$ cat src/rtl/disp_msg_scheduler.sv
// disp_msg_scheduler: fixed-priority arbiter and write sequencer in front of
// the 4-digit seven-segment decoder. Grants one of error / number / prompt
// requests, drives the decoder strobe and message select, and holds error
// messages on screen for HOLD_CYCLES before restoring the last normal message.
module disp_msg_scheduler #(
  parameter int HOLD_CYCLES = 50_000_000,
  parameter int TW          = 26
) (
  input  logic       clk,
  input  logic       rst,
  input  logic       val_req,
  input  logic [7:0] val_bin,
  input  logic       val_sgn,
  input  logic [1:0] val_dot,
  input  logic       prompt_req,
  input  logic [1:0] prompt_code,
  input  logic       err_req,
  output logic       val_ack,
  output logic       prompt_ack,
  output logic       err_ack,
  output logic [1:0] msg,
  output logic [7:0] bin,
  output logic       sgn,
  output logic [1:0] dot,
  output logic       wr_enable,
  output logic       led0_sel,
  output logic       busy
);

  typedef enum logic [1:0] {
    S_IDLE     = 2'd0,
    S_LOAD     = 2'd1,
    S_ERR_HOLD = 2'd2
  } state_t;

  localparam logic [1:0]    MSG_NUM  = 2'b00;
  localparam logic [1:0]    MSG_OP   = 2'b01;
  localparam logic [1:0]    MSG_VAL  = 2'b10;
  localparam logic [1:0]    MSG_ERR  = 2'b11;
  localparam logic [TW-1:0] T_RELOAD = TW'(HOLD_CYCLES - 1);

  state_t        r_state,    w_state_nxt;
  logic [TW-1:0] r_timer,    w_timer_nxt;
  logic [1:0]    r_base_msg, w_base_nxt;
  logic [1:0]    r_msg,      w_msg_nxt;
  logic [7:0]    r_bin,      w_bin_nxt;
  logic          r_sgn,      w_sgn_nxt;
  logic [1:0]    r_dot,      w_dot_nxt;
  logic          r_wr,       w_wr_nxt;
  logic          r_val_ack,  w_val_ack_nxt;
  logic          r_pr_ack,   w_pr_ack_nxt;
  logic          r_err_ack,  w_err_ack_nxt;
  logic          r_busy;

  // Only the OP/VAL selector bit of the prompt code carries meaning.
  logic w_unused;
  assign w_unused = prompt_code[0];

  // Next-state and next-output decode: arbitration in IDLE, one-cycle LOAD,
  // error hold countdown with retrigger and restore of the base message.
  always_comb begin
    w_state_nxt   = r_state;
    w_timer_nxt   = r_timer;
    w_base_nxt    = r_base_msg;
    w_msg_nxt     = r_msg;
    w_bin_nxt     = r_bin;
    w_sgn_nxt     = r_sgn;
    w_dot_nxt     = r_dot;
    w_wr_nxt      = 1'b0;
    w_val_ack_nxt = 1'b0;
    w_pr_ack_nxt  = 1'b0;
    w_err_ack_nxt = 1'b0;
    unique case (r_state)
      S_IDLE: begin
        if (err_req) begin
          w_msg_nxt     = MSG_ERR;
          w_err_ack_nxt = 1'b1;
          w_timer_nxt   = T_RELOAD;
          w_state_nxt   = S_ERR_HOLD;
        end else if (val_req) begin
          w_bin_nxt     = val_bin;
          w_sgn_nxt     = val_sgn;
          w_dot_nxt     = val_dot;
          w_msg_nxt     = MSG_NUM;
          w_base_nxt    = MSG_NUM;
          w_wr_nxt      = 1'b1;
          w_val_ack_nxt = 1'b1;
          w_state_nxt   = S_LOAD;
        end else if (prompt_req) begin
          w_msg_nxt    = prompt_code[1] ? MSG_VAL : MSG_OP;
          w_base_nxt   = prompt_code[1] ? MSG_VAL : MSG_OP;
          w_pr_ack_nxt = 1'b1;
          w_state_nxt  = S_LOAD;
        end
      end
      S_LOAD: begin
        // Requests still high here belong to the grant just given.
        w_state_nxt = S_IDLE;
      end
      S_ERR_HOLD: begin
        if (err_req) begin
          w_err_ack_nxt = 1'b1;
          w_timer_nxt   = T_RELOAD;
        end else if (r_timer != '0) begin
          w_timer_nxt = r_timer - TW'(1);
        end else begin
          w_msg_nxt   = r_base_msg;
          w_state_nxt = S_IDLE;
        end
      end
      default: begin
        w_state_nxt = S_IDLE;
      end
    endcase
  end

  // State, timer and all registered outputs; reset clears everything at once.
  always_ff @(posedge clk or posedge rst) begin
    if (rst) begin
      r_state    <= S_IDLE;
      r_timer    <= '0;
      r_base_msg <= MSG_NUM;
      r_msg      <= MSG_NUM;
      r_bin      <= '0;
      r_sgn      <= 1'b0;
      r_dot      <= '0;
      r_wr       <= 1'b0;
      r_val_ack  <= 1'b0;
      r_pr_ack   <= 1'b0;
      r_err_ack  <= 1'b0;
      r_busy     <= 1'b0;
    end else begin
      r_state    <= w_state_nxt;
      r_timer    <= w_timer_nxt;
      r_base_msg <= w_base_nxt;
      r_msg      <= w_msg_nxt;
      r_bin      <= w_bin_nxt;
      r_sgn      <= w_sgn_nxt;
      r_dot      <= w_dot_nxt;
      r_wr       <= w_wr_nxt;
      r_val_ack  <= w_val_ack_nxt;
      r_pr_ack   <= w_pr_ack_nxt;
      r_err_ack  <= w_err_ack_nxt;
      r_busy     <= (w_state_nxt != S_IDLE);
    end
  end

  assign msg        = r_msg;
  assign bin        = r_bin;
  assign sgn        = r_sgn;
  assign dot        = r_dot;
  assign wr_enable  = r_wr;
  assign led0_sel   = r_wr;
  assign val_ack    = r_val_ack;
  assign prompt_ack = r_pr_ack;
  assign err_ack    = r_err_ack;
  assign busy       = r_busy;

endmodule

$ cat config.mk
export PLATFORM = sky130hd
export DESIGN_NAME = disp_msg_scheduler
export DESIGN_NICKNAME = d
export VERILOG_FILES = /design/src/rtl/disp_msg_scheduler.sv
export SDC_FILE = /design/constraint.sdc
export NUM_CORES = 1
export LEC_CHECK = 0
export ABC_AREA = 1
export ABC_CLOCK_PERIOD_IN_PS = 3080
export CAP_MARGIN = 20
export CORE_MARGIN = 3
export CORE_UTILIZATION = 26
export CTS_BUF_LIST = sky130_fd_sc_hd__clkbuf_4 sky130_fd_sc_hd__clkbuf_8
export CTS_CLUSTER_DIAMETER = 30
export DETAILED_ROUTE_END_ITERATION = 6
export SLEW_MARGIN = 15
export SYNTH_ARGS = -nofsm -noshare
export SYNTH_HDL_FRONTEND = slang
export SYNTH_SLANG_ARGS = --single-unit
$ cat constraint.sdc
create_clock -name clk -period 3.08 [get_ports clk]
set_input_delay 0.462 -clock clk [delete_from_list [all_inputs] [get_ports clk]]
set_output_delay 0.462 -clock clk [all_outputs]
set_load 0.05 [all_outputs]
==> results.tsv <==
metric	value	unit
Tightest Pin Transition	0.621	ns
setup_tns	0	ns
synth-to-layout area growth	20.2	%
antenna cell count	0	
# H-tree levels	2	
crit end category	flop	
#FFs+latches synth	47	
via count	2543	
RSZ-0062 raised after global routing	false	
Post-Syn Area	2850	um2
Setup Skew	0.00536	ns
Critical Path Fanout Max	40	
total congestion overflow	0	
clk_lat worst skew	0.31	ns
Hold/Removal Path Class	reg2reg	
global-route wire length before repair	11500	um
PostCTS Resize Cnt	0	
PnR worst setup slack	0.872	ns
startpoint types	flop	
start point of the critical path	r_timer[0]	
WS Path Type	reg2reg	
reg-to-reg startpoint	r_timer[0]	
# clock sinks	47	
CTS tree	built	
Peak supply drop	0.000279	V
final WL	6620	um
crit path time final	2.21	ns
Total GRT Usage	0.110	
layout cells sized above 1	0.145	
DP Worst Slack	0.647	ns
FP Rows	37	
most common cell after layout, fill and taps aside	nand2_1	
initial antenna violation count	0	
Vert. Die Dim	111	um
final net count	439	
sequential element share of the synthesized area	0.412	
Initial Utilization	0.271	
Slew HR	0.586	
RR Endpoint	r_timer[16]	
Syn Nets	407	
largest net degree at the start of global routing	48	
cts hold-fix bufs	0	
post-DR wirelength/cell	11.9	um
Max Slew Vio Count	0	
distinct cell type count after synthesis	28	
Via density	4.57	
setup slack, reg-to-reg	0.87	ns
leak pwr	1.67	nW
max-cap check violation count	0	
Num CTS Buffers	5	
Initial DRC Count	121	
most frequent cells in the layout	112 x nand2_1, 48 x nor2_1, 47 x dfrtp_1	
CTS max path bufs	2	
Filler cells	1094	
DP HPWL	4720	um
R2R cell count	9	
fmax	453	MHz
Worst Path Arrival	2.39	ns
Clock Pin Slew Worst Setup and Hold Paths	0.10	ns
power density over the cells	337	nW/um2
Die Span X	111	um
synth warn	0	
synthesized area per cell	7.35	um2
antenna viol nets, final	0	
CTS Root Cell	clkbuf_8	
CP required	3.26	ns
DR pass1 iterations	4	
vias in the first global route	2421	
Port-buffer cells	35	
Post-CTS Setup Inserts	0	
DR DRC count	0	
Core Region	10500	um2
status	completed	
routability congestion estimate	0.870	
Final period util	0.717	
final setup violation count	0	
Final Hold Viols	0	
Synth Instances	388	
CP Capture Point	r_timer[16]	
IO Count	37	
die area	12300	um2
-- where the power goes --
part | leakage [nW] | total (W) | switching [W] | internal [W]
sequential | 0.554 | 0.000623 | 0.00000309 | 0.000620
clock | 0.0581 | 0.000468 | 0.000226 | 0.000242
combinational | 1.06 | 0.0000661 | 0.0000371 | 0.0000290
total | 1.67 | 0.00116 | 0.000266 | 0.000891
-- worst max-delay path, cell delays in order (launching register included) --
cell     delay (ns)
dfrtp_1        0.39
inv_1          0.13
ha_1           0.30
nand2_4        0.11
nor2_4         0.23
nand4_4        0.13
nand2_4        0.17
nand2_4        0.35
nand2_2        0.19
o21ai_2        0.06
-- how the worst min path moves through the flow --
stage                     slack (ns)     startpoint  depth (start not counted)            end
after floorplan                 0.45  r_base_msg[0]                          2  r_base_msg[0]
after global placement          0.45         dot[0]                          2         dot[0]
after detailed placement        0.46         bin[7]                          2         bin[7]
after CTS                       0.48         bin[7]                          2         bin[7]
after global routing            0.51         bin[7]                          2         bin[7]
final                           0.48         bin[7]                          2         bin[7]
-- cell type report --
| class | count | area (um2) | area share |
|---|---|---|---|
| clock buffer | 5 | 68.8 | 0.0201 |
| timing repair buffer | 39 | 393 | 0.115 |
| sequential | 47 | 1180 | 0.343 |
| tap | 136 | 170 | 0.0496 |
| inverter | 45 | 169 | 0.0493 |
| multi-input combinational | 282 | 1410 | 0.411 |
| clock inverter | 3 | 43.8 | 0.0128 |
-- through the flow --
step	total power, W	util	instance area (um2)	std cells	hold WS (ns)
2_1_floorplan	0.000666	-	2850	388	0.453
3_3_place_gp	0.000703	0.316	3320	549	0.454
3_5_place_dp	0.000703	0.316	3320	549	0.459
4_1_cts	0.00117	0.326	3430	557	0.483
5_1_grt	0.00120	0.326	3430	557	0.506
6_report	0.00116	0.326	3430	557	0.476
-- per-layer routing --
metal	share of wire	vias up	global-route usage	wire length, um
met5	0	-	0	0
met1	0.47	1174	0.141	3090
met3	0.057	11	0.0284	375
met4	0.021	0	0.0353	139
li1	-	1302	-	-
met2	0.45	56	0.180	3010
-- synth_stat cells --
library cell  instances  area, um2
nand2_4               3       33.8
nor2_1               48        180
nand4_1              25        156
nor3_1                4       20.0
xor2_1                1       8.76
clkinv_1              1       3.75
inv_1                44        165
nand3_1              31        155
nand4_4               1       21.3
buf_6                 4       45.0
dfrtp_1              47       1180
nand2_1             112        420
nor2_2                8       50.1
nand3_2               1       10.0
o21ai_1               2       10.0
buf_2                 4       20.0
o21ai_2              15        131
o22ai_1               2       12.5
ha_1                  1       12.5
clkbuf_1              3       11.3
o21a_1                1       7.51
or2_2                 1       6.26
nor2_4                3       33.8
a31oi_1               1       6.26
nand2_2              16        100
buf_4                 3       22.5
o21ai_0               5       25.0
a211oi_1              1       7.51
-- registers in the layout, indices dropped and copies added, names as in the netlist --
name and flops:
r_timer 26, bin 8, dot 2, msg 2
r_base_msg 2, r_state 2, busy 1, err_ack 1
prompt_ack 1, sgn 1, val_ack 1
-- kinds of logic (layout without fill, tap and decap cells) --
family / after synthesis / after routing / synth area share
AND/OR/NAND/NOR: 253 / 253 / 0.416
buffers and inverters: 59 / 92 / 0.0939
flip-flops: 47 / 47 / 0.412
AO/OA/AOI/OAI: 27 / 27 / 0.0702
adder cells (fa/ha/maj): 1 / 1 / 0.00439
XOR/XNOR: 1 / 1 / 0.00307
Power figures use the tool's default switching activity.
